`config.mk`:
```
export PLATFORM = sky130hd
export DESIGN_NAME = tff_bank_arbiter
export DESIGN_NICKNAME = d
export VERILOG_FILES = /design/src/rtl/tff_arb_pkg.sv /design/src/rtl/tff_cell.sv /design/src/rtl/tff_bank_arbiter.sv
export SDC_FILE = /design/constraint.sdc
export NUM_CORES = 1
export LEC_CHECK = 0
export BUFFER_PORTS_ARGS = -buffer_cell sky130_fd_sc_hd__buf_2
export CELL_PAD_IN_SITES_DETAIL_PLACEMENT = 0
export CELL_PAD_IN_SITES_GLOBAL_PLACEMENT = 1
export CORE_MARGIN = 3
export CORE_UTILIZATION = 37
export DETAILED_ROUTE_END_ITERATION = 12
export PLACE_DENSITY_LB_ADDON = 0.05
export RECOVER_POWER = 50
export SLEW_MARGIN = 20
export SYNTH_ARGS = -nofsm -noshare
export SYNTH_HDL_FRONTEND = slang
export SYNTH_SLANG_ARGS = --single-unit
export TNS_END_PERCENT = 100
```
`constraint.sdc`:
```
create_clock -name clock -period 5 [get_ports clock]
set_clock_uncertainty 0.1 [all_clocks]
set_input_delay 0.25 -clock clock [delete_from_list [all_inputs] [get_ports clock]]
set_output_delay 0.25 -clock clock [all_outputs]
set_load 0.01 [all_outputs]
```
`src/rtl/tff_arb_pkg.sv`:
```
// rtl/tff_arb_pkg.sv - shared state encoding and default sizes for the TFF bank arbiter
package tff_arb_pkg;

  localparam int N_REQ_DEF = 4;
  localparam int WIDTH_DEF = 4;

  typedef enum logic [1:0] {
    ST_IDLE  = 2'd0,
    ST_APPLY = 2'd1,
    ST_ACK   = 2'd2
  } state_t;

endpackage

```
`src/rtl/tff_cell.sv`:
```
// rtl/tff_cell.sv - single toggle flip-flop of the shared bank
module tff_cell (
  input  logic clock,
  input  logic reset,
  input  logic enable,
  output logic q
);

  always_ff @(posedge clock or negedge reset) begin
    if (!reset) begin
      q <= 1'b0;
    end else if (enable) begin
      q <= ~q;
    end
  end

endmodule

```
`src/rtl/tff_bank_arbiter.sv`:
```
// rtl/tff_bank_arbiter.sv - arbitrates N_REQ requesters onto a shared TFF bank with 4-phase handshake
// TFF_ARB_FIXED_PRI_EN selects fixed lowest-index priority instead of round-robin.
module tff_bank_arbiter
  import tff_arb_pkg::*;
#(
  parameter int N_REQ = N_REQ_DEF,
  parameter int WIDTH = WIDTH_DEF
) (
  input  logic                       clock,
  input  logic                       reset,
  input  logic [N_REQ-1:0]           req,
  input  logic [N_REQ*WIDTH-1:0]     mask,
  output logic [N_REQ-1:0]           ack,
  output logic [$clog2(N_REQ)-1:0]   grant_id,
  output logic                       busy,
  output logic [WIDTH-1:0]           tff_en,
  output logic [WIDTH-1:0]           q
);

  localparam int GW = $clog2(N_REQ);

  state_t           state_q;
  state_t           state_d;
  logic [WIDTH-1:0] mask_lat;
  logic [WIDTH-1:0] sel_mask;
  logic [GW-1:0]    winner;
  logic             grant_load;

`ifdef TFF_ARB_FIXED_PRI_EN
  // Descending scan so the lowest asserted index is the last to be written.
  always_comb begin
    winner = '0;
    for (int i = N_REQ - 1; i >= 0; i--) begin
      if (req[i]) begin
        winner = GW'(i);
      end
    end
  end
`else
  logic [GW-1:0] rr_ptr;
  logic [GW:0]   rr_sum;
  logic [GW-1:0] rr_idx;
  logic          found;

  // Walk requesters starting at rr_ptr, wrapping modulo N_REQ.
  always_comb begin
    winner = '0;
    found  = 1'b0;
    rr_sum = '0;
    rr_idx = '0;
    for (int k = 0; k < N_REQ; k++) begin
      rr_sum = {1'b0, rr_ptr} + (GW+1)'(k);
      if (rr_sum >= (GW+1)'(N_REQ)) begin
        rr_sum = rr_sum - (GW+1)'(N_REQ);
      end
      rr_idx = rr_sum[GW-1:0];
      if (!found && req[rr_idx]) begin
        winner = rr_idx;
        found  = 1'b1;
      end
    end
  end

  always_ff @(posedge clock or negedge reset) begin
    if (!reset) begin
      rr_ptr <= '0;
    end else if (grant_load) begin
      rr_ptr <= (winner == GW'(N_REQ - 1)) ? '0 : winner + GW'(1);
    end
  end
`endif

  always_comb begin
    sel_mask = '0;
    for (int i = 0; i < N_REQ; i++) begin
      if (winner == GW'(i)) begin
        sel_mask = mask[i*WIDTH +: WIDTH];
      end
    end
  end

  always_ff @(posedge clock or negedge reset) begin
    if (!reset) begin
      state_q  <= ST_IDLE;
      grant_id <= '0;
      mask_lat <= '0;
    end else begin
      state_q <= state_d;
      if (grant_load) begin
        grant_id <= winner;
        mask_lat <= sel_mask;
      end
    end
  end

  // Requests are only looked at in IDLE; changes during APPLY/ACK are ignored.
  always_comb begin
    state_d    = state_q;
    grant_load = 1'b0;
    ack        = '0;
    tff_en     = '0;
    busy       = (state_q != ST_IDLE);
    case (state_q)
      ST_IDLE: begin
        if (|req) begin
          grant_load = 1'b1;
          state_d    = ST_APPLY;
        end
      end
      ST_APPLY: begin
        tff_en  = mask_lat;
        state_d = ST_ACK;
      end
      ST_ACK: begin
        ack[grant_id] = 1'b1;
        if (!req[grant_id]) begin
          state_d = ST_IDLE;
        end
      end
      default: begin
        state_d = ST_IDLE;
      end
    endcase
  end

  for (genvar g = 0; g < WIDTH; g++) begin : g_bank
    tff_cell u_cell (
      .clock  (clock),
      .reset  (reset),
      .enable (tff_en[g]),
      .q      (q[g])
    );
  end

endmodule

```
* Word-level counts from Yosys, hierarchy flattened
Index checks and enable logic that the tools add are counted.
** Word-level totals
- Output and inout bits :: 15
- Flip-flop bits (word level) :: 14
** Cells by class
- Bitwise logic cells :: 4
- $add $sub $neg :: 8
- Magnitude comparators :: 10
- Reduce and logical (&&, ||, !) cells :: 12
- Muxes and demuxes :: 35
- Equal/unequal tests :: 7
** Operators with widths (count)
- $mux 4 :: 6
- $mux 2 :: 11
- $lt 2x3->1 const B :: 5
- $mux 1 :: 11
- $bmux 1 s2 :: 5
- $ge 3x3->1 const B :: 3
- $sub 2x1->2 const B :: 4
- $add 2x2->3 const B :: 2
- $eq 2x2->1 const B :: 3
- $pmux 2 s3 :: 1
- $eq 2x1->1 const B :: 2
- $logic_and 1x1->1 :: 4
- $logic_not 2->1 :: 2
- $ne 2x2->1 const B :: 2
- $not 1->1 :: 4
- $reduce_or 4->1 :: 1
- $add 2x1->3 const B :: 1
- $ge 2x3->1 const B :: 1
- $logic_not 1->1 :: 3
- $add 2x1->2 const B :: 1
- $demux 1 s2 :: 1
- $ge 2x1->1 const B :: 1
- $reduce_and 2->1 :: 1
- $reduce_bool 2->1 :: 1

* Longest topological paths before layout
Gate-level depths: netlist of run 1.
- Depth in word-level cells :: 19
- Depth in mapped cells :: 10
- Mapped depth without buffers :: 9

* Modules after synthesis
From an unflattened synthesis of run 1, not the netlist that was laid out.
** Unflattened totals
- Cell total of the unflattened synthesis :: 88
- Area total of the unflattened synthesis :: 874.6 um2
** Modules (own cells, without submodules)
- tff_bank_arbiter :: cells each 80, area each 739.5 um2, instances 1
- tff_cell :: cells each 2, area each 33.8 um2, instances 4

* Worst setup path before layout of run 1
OpenSTA, ideal clock, no wires.
- Kind :: reg2reg
- From :: register rr_ptr[1]
- To :: register mask_lat[0]
- Setup time :: 0.124 ns
- Required time :: 4.776 ns
- Cell stages (with the launch flop) :: 10
- Period minus slack after synthesis :: 1.981 ns
- Slack :: 3.019 ns
- Arrival time :: 1.756 ns
- Path through :: dfrtp_1 nand2b_1 a311oi_2 inv_1 ha_1 clkbuf_1 a21oi_1 o21ai_0 a22oi_1 a21oi_1
** On the way
- Longest elaborated chain between the ends :: 19
- Elaborated cells between the ends (all ways) :: 44
- Those cells by class :: 7 x add/sub; 4 x order compare; 3 x eq/ne; 23 x mux; 7 x reduce/logical
** Ends and longest elaborated chain
- start, declared :: line tff_bank_arbiter.sv:40 : logic [GW-1:0] rr_ptr;
- start signal, assigned :: line tff_bank_arbiter.sv:68 : rr_ptr <= (winner == GW'(N_REQ - 1)) ? '0 : winner + GW'(1);
- branches (longest 13 deep; another with $add 2x1->3)
- $mux 2 * :: line tff_bank_arbiter.sv:57 : if (!found && req[rr_idx]) begin
- named net winner[0] :: line tff_bank_arbiter.sv:26 : logic [GW-1:0] winner;
- $logic_not 2->1 :: line tff_bank_arbiter.sv:76 : if (winner == GW'(i)) begin
- $mux 4 (3 in a row) :: line tff_bank_arbiter.sv:76
- $mux 4 * :: line tff_bank_arbiter.sv:76
- end signal, assigned :: line tff_bank_arbiter.sv:91 : mask_lat <= sel_mask;
- end, declared :: line tff_bank_arbiter.sv:24 : logic [WIDTH-1:0] mask_lat;
Mark *: on every way through the listed nets, which the timed path passes. The select of a mux whose other input is x is not followed.
A chain may end at the register's enable or synchronous reset.

* Worst setup path after layout of run 1
- From :: register rr_ptr[1]
- To :: register mask_lat[3]
Same word-level chain as after synthesis.

==> results.md, run 1 <==
- Core area: around 0.0023 mm^2
- Initial drt markers: 22
- Vias/cell: 4.83
- Share of layout cells above drive strength 1: 31.3%
- Clock sink count: 14
- CTS Buffer Depth: 2
- Final hold vios: 0
- Most frequent cells in the layout: 31 x buf_2, 14 x a21oi_1, 14 x dfrtp_1
- Routed Wire Length: 1850 um
- Worst-path clk slew: roughly 80 ps
- Unique cell type count in the Yosys netlist: 31
- Netlist Area Pre-Place: roughly 950 um^2
- Final Worst Setup Slack: about 2800 ps
- Post-layout util: 48.1%
- Reg area: 350 um^2
- Wire length on met2: 747 um
- CP Launch Type: flip-flop
- Arr. time, crit path: roughly 2200 ps
- Max cap viols: 0
- Final setup viols: 0
- RSZ-0062 raised after global routing: no
- IO Port Bufs: 36
- Initial Utilization: 41.1%
- Max transition margin: 47.9%
- CP Capture Type: flip-flop
- Wire length per cell: around 12 um
- Commonest non-fill, non-tap cell in the layout: buf_2
- Fin crit period: 2160 ps
- Pre-CTS setup slack: 2830 ps
- Placer congestion estimate: between 0.8 and 0.9
- Worst Path Required: between 5000 and 6000 ps
- Routed wl met3: 135 um
- Flops & latches, synth: 14
- Global-route usage over all layers: 11.9%
- Cells after Synth: 102
- H-tree Lvls: 1
- Ys Warns: 0
- 1st-pass router iterations: 4
- Die Wd: 56.7 um
- Vias post-DR: 768
- Setup TNS: 0 ps
- CTS Buf Count: 3
- Synth Area per Inst: roughly 9.3 um^2
- Multi-input logic area: roughly 500 um^2
- Grt total ovfl: 0
- Pleak: 0.556 nW
- Metal-1 WL: about 950 um
- Ant. Diodes: 0
- Post-DP HPWL: around 1500 um
- CTS tree: yes
- Status: completed
- Nets@finish: 159
- Post-CTS resize count: 0
- Type of the worst setup path: flip-flop to flip-flop
- Drt drc: 0
- Post-synthesis sequential area ratio: between 30% and 40%
- Vias in the first global route: 660
- Largest net degree at the start of global routing: 15
- Count of filler cells inserted in the layout: 228
- Die area: ~0.0032 mm^2
- Crit Path Max Fanout: 8
- Tcrit/Tclk final: approximately 43%
- Clk Latency, worst-skew pair: 270 ps
- Root buf cell: clkbuf_4
- Max IR drop VDD: roughly 300 uV
- Fin. max-slew vios: 0
- Peak Freq: 0.462 GHz
- Worst Tran Pin Value: 782 ps
- Mapped Nets: approximately 130
- Die height: 56.7 um
- I/O pin cnt: 37
- First-pass GRT wire length: 3040 um
- Hold Path Class: input pin to flip-flop
- Antenna violations before repair: 0
- Post-DRT Antenna Nets: 0
- Site Rows: 17
- Area Overhead vs Synth: 17.1%
- Pwr Density: 574 mW/mm^2
- Max Used Layer: met4
[critical path: stages, from the launching register on]
cell	delay, ps
dfrtp_1	430
nand2b_1	190
a311oi_2	400
inv_1	110
ha_1	300
a21oi_1	140
o21ai_0	90
a22oi_1	180
a21oi_1	100
[path summary, 6_finish.rpt]
path,from,end,slack [ps],depth (start not counted)
worst max-delay path,rr_ptr[1],mask_lat[3],2840,8
worst min-delay path,mask[12],mask_lat[0],200,3
worst max register to register,rr_ptr[1],mask_lat[3],2840,8
worst min register to register,g_bank[3].u_cell.q,g_bank[3].u_cell.q,370,1
max in group asynchronous,reset,mask_lat[0],3850,2
min in group asynchronous,reset,grant_id[0],460,2
[power by group]
part / leakage [nW] / internal, W / switching, W
registers: 0.165 / 0.000174 / 0.0000497
logic: 0.378 / 0.000168 / 0.000187
clock network: 0.0138 / 0.0000279 / 0.0000333
[Yosys cell counts, drive strengths merged]
master	n	area share, %
nor4	1	2.2
ha	4	5.3
a21oi	14	7.4
dfrtp	14	37
a22oi	4	3.2
or3	1	0.66
mux4	1	2.8
nor3b	1	0.79
a21o	1	0.79
o21ai	6	3.2
nand2b	4	2.6
or2	1	0.92
nor3	1	0.53
a311oi	1	1.6
and3	1	0.66
inv	6	2.4
nor2b	1	0.66
buf	10	7.9
o22a	1	0.92
nand2	7	3.0
o2bb2ai	1	0.92
xor2	4	3.7
nor2	9	4.3
mux2	2	3.2
clkbuf	1	0.39
and2	4	2.6
and2b	1	0.79
[per-stage QoR]
step | power (W) | hold slack (ps) | area, um^2 | instances
after floorplan | 0.000529 | -146 | 952 | 102
after global placement | 0.000585 | 64.9 | 1090 | 155
after detailed placement | 0.000589 | 65.5 | 1090 | 155
after CTS | 0.000653 | 194 | 1120 | 159
after global routing | 0.000707 | 223 | 1110 | 159
final | 0.000640 | 200 | 1110 | 159
[layout make-up]
class	count	area share, %
Clock buffer	3	2.02
Inverter	6	2.02
Multi-Input combinational cell	71	44.9
Sequential cell	14	31.4
Tap cell	28	3.14
Timing Repair Buffer	37	16.5
[cell families (layout without fill, tap and decap cells)]
kind of cell / count (synthesis) / count (layout) / synth area share (%)
simple gates: 32 / 32 / 19.8
compound gates: 28 / 28 / 17.9
buf+inv: 17 / 46 / 10.6
flops: 14 / 14 / 36.8
fa+ha+maj: 4 / 4 / 5.26
xor+xnor: 4 / 4 / 3.68
mux: 3 / 3 / 5.91
[sequential cells by signal, indices dropped and copies added, names as in the netlist]
register	cells
g_bank.u_cell.q	4
state_q	2
mask_lat	4
grant_id	2
rr_ptr	2
[per-layer routing]
metal  track usage, %  vias up
li1                 -      401
met1             17.7      339
met2             16.0       26
met3             2.30        2
met4             5.96        0
met5                0        -
[timing repair]
item,in CTS,in global routing
hold buffers,1,0
buffers inserted,0,0
endpoints found under the hold margin,14,0
No activity file was read; power rests on OpenSTA's default activity.
==> inputs of run 2 (changes only) <==
CORE_UTILIZATION = 31   (was 37)
clock period = 1.85 ns   (was 5 ns; I/O delays follow)
==> results.md, run 2 (same netlist as run 1, synthesis figures left out) <==
- Internal power contribution: 0.00122 W (+230%)
- Area Overhead vs Synth: 33.5%
- Share of layout cells above drive strength 1: 45.0% (+14 points)
- Routed wl met3: 133 um (-1.5%)
- Hold Path Stages: 3 (unchanged)
- RSZ-0062 raised after global routing: yes
- I/O pin cnt: 37 (unchanged)
- Hold_sp: mask[15]
- Status: complete, but fails checks
- Most frequent cells in the layout: 30 x buf_2, 13 x dfrtp_1, 10 x a21oi_1
- Sequential share of power: 29.9% (-5.0 points)
- Max cap viols: 0 (unchanged)
- Post-DP HPWL: 1590 um (+8.1%)
- Worst reg2reg path startpoint: rr_ptr[1]
- CP Capture Type: flip-flop
- Overall Power: 0.00205 W (+220%)
- R2R cell count: 9 (+1)
- Core area: 0.00285 mm^2 (+23%)
- Arr. time, crit path: 1970 ps (-240 ps)
- Worst Tran Pin Value: 760 ps (-21.8 ps)
- Antenna violations before repair: 0 (unchanged)
- Max transition margin: 49.3% (+1.5 points)
- Largest registers: g_bank.u_cell.q (4), mask_lat (4)
- Nets@finish: 167 (+5.0%)
- Clk Latency, worst-skew pair: 280 ps (about the same)
- Setup TNS: -138 ps (-138 ps)
- Initial drt markers: 17 (-23%)
- CTS Buf Count: 3 (unchanged)
- Max Used Layer: met3
- Drt drc: 0 (unchanged)
- Site Rows: 19 (+2)
- Worst Path Required: 1910 ps (-3140 ps)
- IO Port Bufs: 36 (unchanged)
- Final Worst Setup Slack: -59.9 ps (-2900 ps)
- Max IR drop VDD: 626 uV (+110%)
- First-pass GRT wire length: 3400 um (+12%)
- Tcrit/Tclk final: 103% (+60 points)
- Sw frac: 40.4% (-1.8 points)
- Type of the worst setup path: flip-flop to flip-flop
- Commonest non-fill, non-tap cell in the layout: buf_2
- Initial Utilization: 33.4% (-7.7 points)
- CP Launch Type: flip-flop
- Clock Power Share: 10.6% (+1.0 points)
- Worst-path clk slew: 90 ps (about the same)
- Placer congestion estimate: 0.752 (-9.0%)
- Vias in the first global route: 766 (+16%)
- Pwr Density: 1620 mW/mm^2 (+180%)
- Reg2reg setup slack: -60 ps (-2900 ps)
- Root buf cell: clkbuf_4
- Hold EP: mask_lat[3]
- Vias post-DR: 799 (+4.0%)
- Logic gate share of total power: 59.5% (+4.0 points)
- 1st-pass router iterations: 4 (unchanged)
- Largest net degree at the start of global routing: 15 (unchanged)
- Ant. Diodes: 0 (unchanged)
- CTS tree: yes
- H-tree Lvls: 1 (unchanged)
- Grt total ovfl: 0 (unchanged)
- Global-route usage over all layers: 12.0% (+0.14 points)
- Fin crit period: 1910 ps (-255 ps)
- Clock sink count: 14 (unchanged)
- Crit Path Max Fanout: 7 (-1)
- Wire length per cell: 11.9 um (+1.9%)
- Metal-1 WL: 947 um (-0.42%)
- Failing checks: setup timing
- R2R Path End: mask_lat[0]
- Hold Path Class: input pin to flip-flop
- Routed Wire Length: 2030 um (+9.6%)
- Wire length on met2: 947 um (+27%)
- Pleak: 0.612 nW (+10%)
- CTS Buffer Depth: 2 (unchanged)
- Peak Freq: 0.524 GHz (+13%)
- Die height: 61.4 um (+8.3%)
- Die Wd: 61.4 um (+8.3%)
- Final hold vios: 0 (unchanged)
- Fin. max-slew vios: 0 (unchanged)
- Total net switching power: 0.000831 W (+210%)
- Final setup viols: 5 (+5)
- Vias/cell: 4.67 (-3.3%)
- Post-DRT Antenna Nets: 0 (unchanged)
- Die area: 0.00377 mm^2 (+17%)
## run 2: cell count changes in the layout (fill, tap and decap cells not counted), sizes merged
cell    delta
buf        +7
clkbuf     +2
## run 2: power groups by stage
stage	clock (W)	combinational, W	sequential (W)
after floorplan	0	0.000870	0.000597
after global placement	0	0.00106	0.000609
after detailed placement	0	0.00107	0.000621
after CTS	0.000229	0.00119	0.000613
after global routing	0.000238	0.00138	0.000644
final	0.000217	0.00122	0.000614
## run 2: how the worst max path moves through the flow
stage               startpoint     endpoint  slack, ps  cells past startpoint
floorplan            rr_ptr[1]  mask_lat[1]        -40                     10
global placement     rr_ptr[1]  mask_lat[1]       -120                      9
CTS                  rr_ptr[1]  mask_lat[1]        -70                      9
finish               rr_ptr[1]  mask_lat[0]        -60                      9
detailed placement   rr_ptr[1]  mask_lat[1]       -180                      9
global route         rr_ptr[1]  mask_lat[2]       -180                      8
## run 2: layout make-up
type | count | area, um^2
clock buffers | 4 | 36.3
fillers | 289 | 1580
inverters | 6 | 22.5
multi-input cells | 71 | 572
flip-flops and latches | 14 | 352
well taps | 31 | 38.8
repair buffers | 45 | 250
## run 2: repair_timing
| item | CTS | global route |
|---|---|---|
| pin swaps | 8 | 9 |
| hold buffers | 1 | 0 |
| setup buffers | 3 | 0 |
| gates resized for setup | 10 | 12 |
| cloned | 0 | 0 |
| endpoints found under the setup margin | 5 | 5 |
| endpoints found under the hold margin | 14 | 0 |
## run 2: per-layer routing
metal / global-route usage [%] / vias up
li1: - / 418
met1: 16.3 / 358
met2: 17.7 / 23
met3: 4.19 / 0
met4: 4.55 / 0
met5: 0 / -
## run 2: critical path, stage by stage, from the launching register on
cell,delay (ps)
dfrtp_1,430
buf_4,160
o2bb2ai_2,100
o22a_2,240
buf_6,140
ha_4,170
a21oi_1,110
o21ai_1,80
a22oi_1,170
a21oi_1,90
## run 2: metrics by stage
step / std cells / setup slack (ps) / area (um^2) / hold WS [ps] / utilization (%)
2_1_floorplan: 102 / -40.0 / 972 / -303 / -
3_5_place_dp: 163 / -176 / 1140 / -92.2 / 40.0
3_3_place_gp: 163 / -123 / 1140 / -86.6 / 40.0
6_report: 171 / -59.9 / 1270 / 28.9 / 44.6
5_1_grt: 171 / -183 / 1270 / 30.5 / 44.6
4_1_cts: 171 / -73.9 / 1240 / 27.2 / 43.6
